File: src/rtl/pc_fetch_stage_pkg.sv
// rtl/pc_fetch_stage_pkg.sv - shared types, constants and helpers for the fetch stage
package pc_fetch_stage_pkg;

    localparam int          INSTR_W  = 32;
    localparam int          NEXTPC_W = 34;
    localparam logic [31:0] PC_STEP  = 32'd4;

    localparam logic [1:0] ST_BOOT  = 2'd0;
    localparam logic [1:0] ST_RUN   = 2'd1;
    localparam logic [1:0] ST_FLUSH = 2'd2;

    typedef struct packed {
        logic [31:0]        pc;
        logic [INSTR_W-1:0] instr;
    } fetch_entry_t;

    function automatic logic [31:0] align_target(input logic [NEXTPC_W-1:0] npc);
        return {npc[31:2], 2'b00};
    endfunction

    function automatic logic target_bad(input logic [NEXTPC_W-1:0] npc);
        return (npc[NEXTPC_W-1:32] != 2'b00) || (npc[1:0] != 2'b00);
    endfunction

endpackage

File: src/rtl/pc_fetch_stage_if.sv
// rtl/pc_fetch_stage_if.sv - instruction memory and decode handshake bundle
interface pc_fetch_stage_if;
    import pc_fetch_stage_pkg::*;

    logic               imem_req;
    logic [31:0]        imem_addr;
    logic [INSTR_W-1:0] imem_rdata;
    logic               if_valid;
    logic               if_ready;
    logic [INSTR_W-1:0] if_instr;
    logic [31:0]        if_pc;

    modport master (
        output imem_req, imem_addr, if_valid, if_instr, if_pc,
        input  imem_rdata, if_ready
    );

    modport slave (
        input  imem_req, imem_addr, if_valid, if_instr, if_pc,
        output imem_rdata, if_ready
    );

endinterface

File: src/rtl/pc_fetch_stage_fetch_fifo.sv
// rtl/pc_fetch_stage_fetch_fifo.sv - small {pc, instr} buffer with push/pop/clear
module fetch_fifo
    import pc_fetch_stage_pkg::*;
#(
    parameter int  DEPTH = 2,
    localparam int PTR_W = (DEPTH > 1) ? $clog2(DEPTH) : 1,
    localparam int CNT_W = $clog2(DEPTH + 1)
) (
    input  logic             clk,
    input  logic             rst_n,
    input  logic             clear_i,
    input  logic             push_i,
    input  fetch_entry_t     push_data_i,
    input  logic             pop_i,
    output fetch_entry_t     head_o,
    output logic [CNT_W-1:0] count_o
);

    fetch_entry_t     mem_q [DEPTH];
    logic [PTR_W-1:0] rd_ptr_q;
    logic [PTR_W-1:0] wr_ptr_q;
    logic [CNT_W-1:0] count_q;

    // Storage is not reset; the consumer masks the head while count is zero.
    always_ff @(posedge clk) begin
        if (!rst_n || clear_i) begin
            rd_ptr_q <= '0;
            wr_ptr_q <= '0;
            count_q  <= '0;
        end else begin
            if (push_i) begin
                mem_q[wr_ptr_q] <= push_data_i;
                wr_ptr_q        <= wr_ptr_q + PTR_W'(1);
            end
            if (pop_i) begin
                rd_ptr_q <= rd_ptr_q + PTR_W'(1);
            end
            count_q <= count_q + CNT_W'(push_i) - CNT_W'(pop_i);
        end
    end

    assign head_o  = mem_q[rd_ptr_q];
    assign count_o = count_q;

endmodule

File: src/rtl/pc_fetch_stage.sv
// rtl/pc_fetch_stage.sv - PC register, fetch issue, redirect flush and decode buffer
module pc_fetch_stage
    import pc_fetch_stage_pkg::*;
#(
    parameter logic [31:0] RESET_PC   = 32'h0000_0000,
    parameter int          FIFO_DEPTH = 2
) (
    input  logic                clk,
    input  logic                rst_n,
    input  logic [NEXTPC_W-1:0] next_pc_in,
    input  logic                redirect,
    pc_fetch_stage_if.master    fif,
    output logic                addr_err
);

    localparam int             CNT_W   = $clog2(FIFO_DEPTH + 1);
    localparam logic [CNT_W:0] DEPTH_C = (CNT_W + 1)'(FIFO_DEPTH);

    logic [1:0]       state_q, state_d;
    logic [31:0]      pc_q, pc_d;
    logic [31:0]      reqpc_q, reqpc_d;
    logic             inflight_q, inflight_d;
    logic             drop_q, drop_d;
    logic             addr_err_q, addr_err_d;

    logic [CNT_W-1:0] fifo_count;
    fetch_entry_t     fifo_head;
    fetch_entry_t     push_entry;
    logic             head_valid;
    logic             pop;
    logic             push;
    logic             req;
    logic [CNT_W:0]   occupancy;

    assign head_valid = (fifo_count != '0);
    assign pop        = head_valid & fif.if_ready;
    // Entries buffered plus the one on its way back, minus what decode takes now.
    assign occupancy  = {1'b0, fifo_count} + (CNT_W + 1)'(inflight_q) - (CNT_W + 1)'(pop);
    assign req        = (state_q != ST_BOOT) && (occupancy < DEPTH_C);
    assign push       = inflight_q & ~drop_q & ~redirect;
    assign push_entry = '{pc: reqpc_q, instr: fif.imem_rdata};

    fetch_fifo #(
        .DEPTH (FIFO_DEPTH)
    ) u_fifo (
        .clk         (clk),
        .rst_n       (rst_n),
        .clear_i     (redirect),
        .push_i      (push),
        .push_data_i (push_entry),
        .pop_i       (pop & ~redirect),
        .head_o      (fifo_head),
        .count_o     (fifo_count)
    );

    always_comb begin
        state_d    = ST_RUN;
        pc_d       = pc_q;
        reqpc_d    = reqpc_q;
        inflight_d = req;
        drop_d     = drop_q;
        addr_err_d = addr_err_q;
        if (req) begin
            pc_d    = pc_q + PC_STEP;
            reqpc_d = pc_q;
        end
        if (inflight_q && drop_q) begin
            drop_d = 1'b0;
        end
        // A request leaving in the redirect cycle targets the old stream.
        if (redirect) begin
            state_d    = ST_FLUSH;
            pc_d       = align_target(next_pc_in);
            drop_d     = req;
            addr_err_d = addr_err_q | target_bad(next_pc_in);
        end
    end

    always_ff @(posedge clk) begin
        if (!rst_n) begin
            state_q    <= ST_BOOT;
            pc_q       <= RESET_PC;
            reqpc_q    <= '0;
            inflight_q <= 1'b0;
            drop_q     <= 1'b0;
            addr_err_q <= 1'b0;
        end else begin
            state_q    <= state_d;
            pc_q       <= pc_d;
            reqpc_q    <= reqpc_d;
            inflight_q <= inflight_d;
            drop_q     <= drop_d;
            addr_err_q <= addr_err_d;
        end
    end

    assign fif.imem_req  = req;
    assign fif.imem_addr = pc_q;
    assign fif.if_valid  = head_valid;
    assign fif.if_instr  = head_valid ? fifo_head.instr : '0;
    assign fif.if_pc     = head_valid ? fifo_head.pc : '0;
    assign addr_err      = addr_err_q;

endmodule

File: src/flat_wrapper.sv
// flat-port wrapper written by rule: the top's interface ports become plain ports
module pc_fetch_stage_flat import pc_fetch_stage_pkg::*;
#(
    parameter logic [31:0] RESET_PC   = 32'h0000_0000,
    parameter int          FIFO_DEPTH = 2
)
  (clk, rst_n, next_pc_in, redirect, addr_err, fif_imem_req, fif_imem_addr, fif_if_valid, fif_if_instr, fif_if_pc, fif_imem_rdata, fif_if_ready);
  pc_fetch_stage_if fif_i ();
  input  logic clk;
  input  logic rst_n;
  input  logic [NEXTPC_W-1:0] next_pc_in;
  input  logic redirect;
  output logic addr_err;
  output wire logic [$bits(fif_i.imem_req)-1:0] fif_imem_req;
  output wire logic [$bits(fif_i.imem_addr)-1:0] fif_imem_addr;
  output wire logic [$bits(fif_i.if_valid)-1:0] fif_if_valid;
  output wire logic [$bits(fif_i.if_instr)-1:0] fif_if_instr;
  output wire logic [$bits(fif_i.if_pc)-1:0] fif_if_pc;
  input wire logic [$bits(fif_i.imem_rdata)-1:0] fif_imem_rdata;
  input wire logic [$bits(fif_i.if_ready)-1:0] fif_if_ready;
  assign fif_imem_req = fif_i.imem_req;
  assign fif_imem_addr = fif_i.imem_addr;
  assign fif_if_valid = fif_i.if_valid;
  assign fif_if_instr = fif_i.if_instr;
  assign fif_if_pc = fif_i.if_pc;
  assign fif_i.imem_rdata = fif_imem_rdata;
  assign fif_i.if_ready = fif_if_ready;
  pc_fetch_stage #(.RESET_PC(RESET_PC), .FIFO_DEPTH(FIFO_DEPTH)) u_core (.clk(clk), .rst_n(rst_n), .next_pc_in(next_pc_in), .redirect(redirect), .fif(fif_i), .addr_err(addr_err));
endmodule
File: config.mk
export PLATFORM = sky130hd
export DESIGN_NAME = pc_fetch_stage_flat
export DESIGN_NICKNAME = d
export VERILOG_FILES = /design/src/rtl/pc_fetch_stage_pkg.sv /design/src/rtl/pc_fetch_stage_if.sv /design/src/rtl/pc_fetch_stage_fetch_fifo.sv /design/src/rtl/pc_fetch_stage.sv /design/src/flat_wrapper.sv
export SDC_FILE = /design/constraint.sdc
export NUM_CORES = 1
export LEC_CHECK = 0
export CORE_ASPECT_RATIO = 1.5
export CORE_UTILIZATION = 30
export CTS_CLUSTER_DIAMETER = 80
export DETAILED_ROUTE_END_ITERATION = 10
export PLACE_DENSITY = 0.62
export SLEW_MARGIN = 20
export SYNTH_ARGS = -nofsm -noshare
export SYNTH_HDL_FRONTEND = slang
export SYNTH_SLANG_ARGS = --single-unit
File: constraint.sdc
create_clock -name clk -period 5.85 [get_ports clk]
set_input_delay 1.755 -clock clk [delete_from_list [all_inputs] [get_ports clk]]
set_output_delay 1.755 -clock clk [all_outputs]
set_load 0.01 [all_outputs]
==> impl_metrics.json <==
{
  "cp.required_ns": 4.09,
  "synthFlopType": "edfxtp_1",
  "clkPwrFrac_pct": 39.4,
  "die_x_um": 134,
  "max_cap_violations": 0,
  "vias": 5173,
  "die_h_um": 201,
  "ant_nets": 0,
  "multiInputGateArea_um2": 2580,
  "cp-end-kind": "output pin",
  "fin_crit_sh_pct": 96.2,
  "hold_class": "reg2reg",
  "holdCritStartpoint": "u_core.reqpc_q[2]$_SDFFE_PN0P_",
  "swShare_pct": 23.2,
  "htree_num_levels": 4,
  "rr_endpoint": "u_core.fif.imem_addr[15]$_SDFFE_PN0P_",
  "drtIter0Drc": 201,
  "synth_edf_count": 124,
  "finClkSkew_ns": 0.0100,
  "yosysTopAreaCellShare_pct": 47.2,
  "clock-root-buffer": "clkbuf_16",
  "critical_path_class": "in2out",
  "crit_path_start": "fif_if_ready",
  "setup_viol": 0,
  "pre_cts_ws_ns": -0.0696,
  "area_growth_pct": 32.8,
  "total_power_mw": 2.87,
  "drv_slew": 0,
  "stdcell_count": 1154,
  "die-area_um2": 26900,
  "netlist-cell-type-count": 42,
  "cts.path.max_buffers": 2,
  "max_freq_mhz": 178,
  "wl_um": 18300,
  "grt_use_total_pct": 14.1,
  "grt_pass1_wl_um": 28500,
  "syn_avg_cell_area_um2": 12.1,
  "postLayoutCoreUtil_pct": 40.6,
  "core-area_um2": 25800,
  "grt_pass1_vias": 5133,
  "grt_max_degree": 63,
  "critPathLaunchType": "primary input",
  "remaining_drc_errors": 0,
  "seq_area_um2": 5130,
  "post-synth-top-count-cell": "edfxtp_1",
  "rows": 72,
  "r2r_setup_slack_ns": 2.72,
  "globalplace.congestion": 0.874,
  "ys_seq_area_share_pct": 65.0,
  "p_int_mw": 2.21,
  "synthCells": 650,
  "yosys_warnings": 0,
  "drt-vias-per-instance": 4.48,
  "gr-total-overflow": 0,
  "power.share.sequential_pct": 53.1,
  "cts_tree": "done",
  "post_cts_resized": 1,
  "reg2reg_from": "u_core.u_fifo.count_o[1]$_SDFF_PP0_",
  "post_drt_wl_per_cell_um": 15.8,
  "place_area_um2": 9880,
  "ir_drop_mv": 0.207,
  "p_comb_share_pct": 7.6,
  "yosys-top-cells-count": "124 x edfxtp_1, 83 x nand2_1, 77 x nor2_1",
  "critPathMaxStageDelay_ns": 0.52,
  "syn_area_um2": 7880,
  "layout-drive-gt1-share_pct": 7.55,
  "dpl.cell_count": 1122,
  "cp_slowest_cell": "fa_1",
  "dpl.hpwl_um": 12500,
  "ios": 169,
  "num-fill-cells": 2516,
  "cp.arrival_ns": 3.87,
  "hold_buffers": 0,
  "power_density_nw_per_um2": 275,
  "holdWs_ns": 0.452,
  "clk_pin_slew_ns": 0.07,
  "synth.ff_latch_count": 194,
  "synthTopCellsByArea": "edfxtp_1 47%, dfxtp_1 18%, mux2i_1 7.9%",
  "min_to": "u_core.u_fifo.mem_q[0][34]$_DFFE_PP_",
  "finalInstanceArea_um2": 10500,
  "start_util_pct": 30.6,
  "power_switching_uw": 666,
  "diodes": 0,
  "cts_setup_buffers": 0,
  "io_buffers": 164,
  "first_pass_iters": 4,
  "p_leak_nw": 3.34,
  "rsz0062_at_grt": "false",
  "nets": 883,
  "setup_ws_ns": 0.221,
  "fin_setup_tns_ns": 0,
  "critPathMaxFanout": 2,
  "max_slew.worst_pin.slew_ns": 0.923,
  "path_cells": "clkdlybuf4s50_1 > and2_1 > ha_1 > nand2b_1 > fa_1 > o21a_1 > nand2_1 > inv_2 > dlygate4sd2_1",
  "relSlewSlack_pct": 38.4,
  "cts_sinks": 194,
  "period_needed_ns": 5.63,
  "status": "completed",
  "cts_buffers": 17,
  "async_flop_share_pct": 0,
  "hold_depth": 0,
  "rr_worst_depth": 12,
  "antenna_found_initial": 0,
  "clk-insertion-delay-late_ns": 0.44,
  "hold_viol": 0,
  "synth_top_cell_by_area": "edfxtp_1"
}
power by group through the flow:
stage               clock network, mW  registers [mW]  logic, mW
CTS                              1.17            1.52      0.222
global route                     1.22            1.53      0.240
detailed placement                  0            1.56      0.222
floorplan                           0            1.55     0.0918
global placement                    0            1.55      0.219
finish                           1.13            1.52      0.218
layout make-up:
type	count	share of cell area (%)
repair buffers	175	16.4
clock inverters	14	1.45
multi-input cells	409	24.6
clock buffers	18	4.10
inverters	11	0.395
flip-flops and latches	194	49.0
well taps	333	3.98
worst max-delay path: cells and delay by family:
family / cells / cell delay, ns
compound gates: 1 / 0.15
buf+inv: 3 / 0.83
fa+ha+maj: 2 / 0.74
simple gates: 3 / 0.39
placed cells by master (no fill, tap or decap), types with 2 or more instances in the layout:
cell type,instances
a21boi_0,30
a21oi_1,17
a31oi_1,2
and2_1,7
and3_1,3
buf_4,11
clkbuf_16,17
clkdlybuf4s50_1,162
clkinv_4,4
clkinvlp_4,3
conb_1,4
dfxtp_1,69
edfxtp_1,124
ha_1,4
inv_1,9
inv_8,3
mux2i_1,62
nand2_1,83
nand2b_1,4
nand3_1,12
nand4_1,5
nand4_2,2
nor2_1,75
nor2_4,2
nor3_1,8
nor3_2,7
nor4_1,3
o211a_1,5
o21a_1,2
o21ai_0,21
o21ai_1,5
or2_2,2
xnor2_1,26
xor2_1,8
worst max-delay path by stage:
stage,endpoint,depth (start not counted)
CTS,fif_imem_req,9
finish,fif_imem_req,9
floorplan,u_core.u_fifo.mem_q[0][0]$_DFFE_PP_,4
detailed placement,fif_imem_req,9
global placement,fif_imem_req,9
global route,fif_imem_req,9
logic make-up after synthesis:
kind of cell / synth area share, %
compound gates: 6.67
xor+xnor: 3.78
fa+ha+maj: 0.889
buf+inv: 2.67
flops: 65.0
mux: 7.87
other cells: 0.0476
simple gates: 13.0
routing by layer:
metal	vias to the layer above	GRT usage (%)	wire length (µm)
li1	2593	-	-
met1	2436	15.8	7540
met2	114	25.1	9620
met3	30	2.75	558
met4	0	7.10	564
met5	-	0	0
flip-flops by register name (all words and copies together) (netlist names), 2 cells and up, named ones only:
| name | flops |
|---|---|
| u_core.u_fifo.count_o | 2 |
| u_core.state_q | 2 |
| u_core.u_fifo.mem_q | 124 |
| u_core.reqpc_q | 30 |
| u_core.fif.imem_addr | 30 |
No activity file was read; power rests on OpenSTA's default activity.
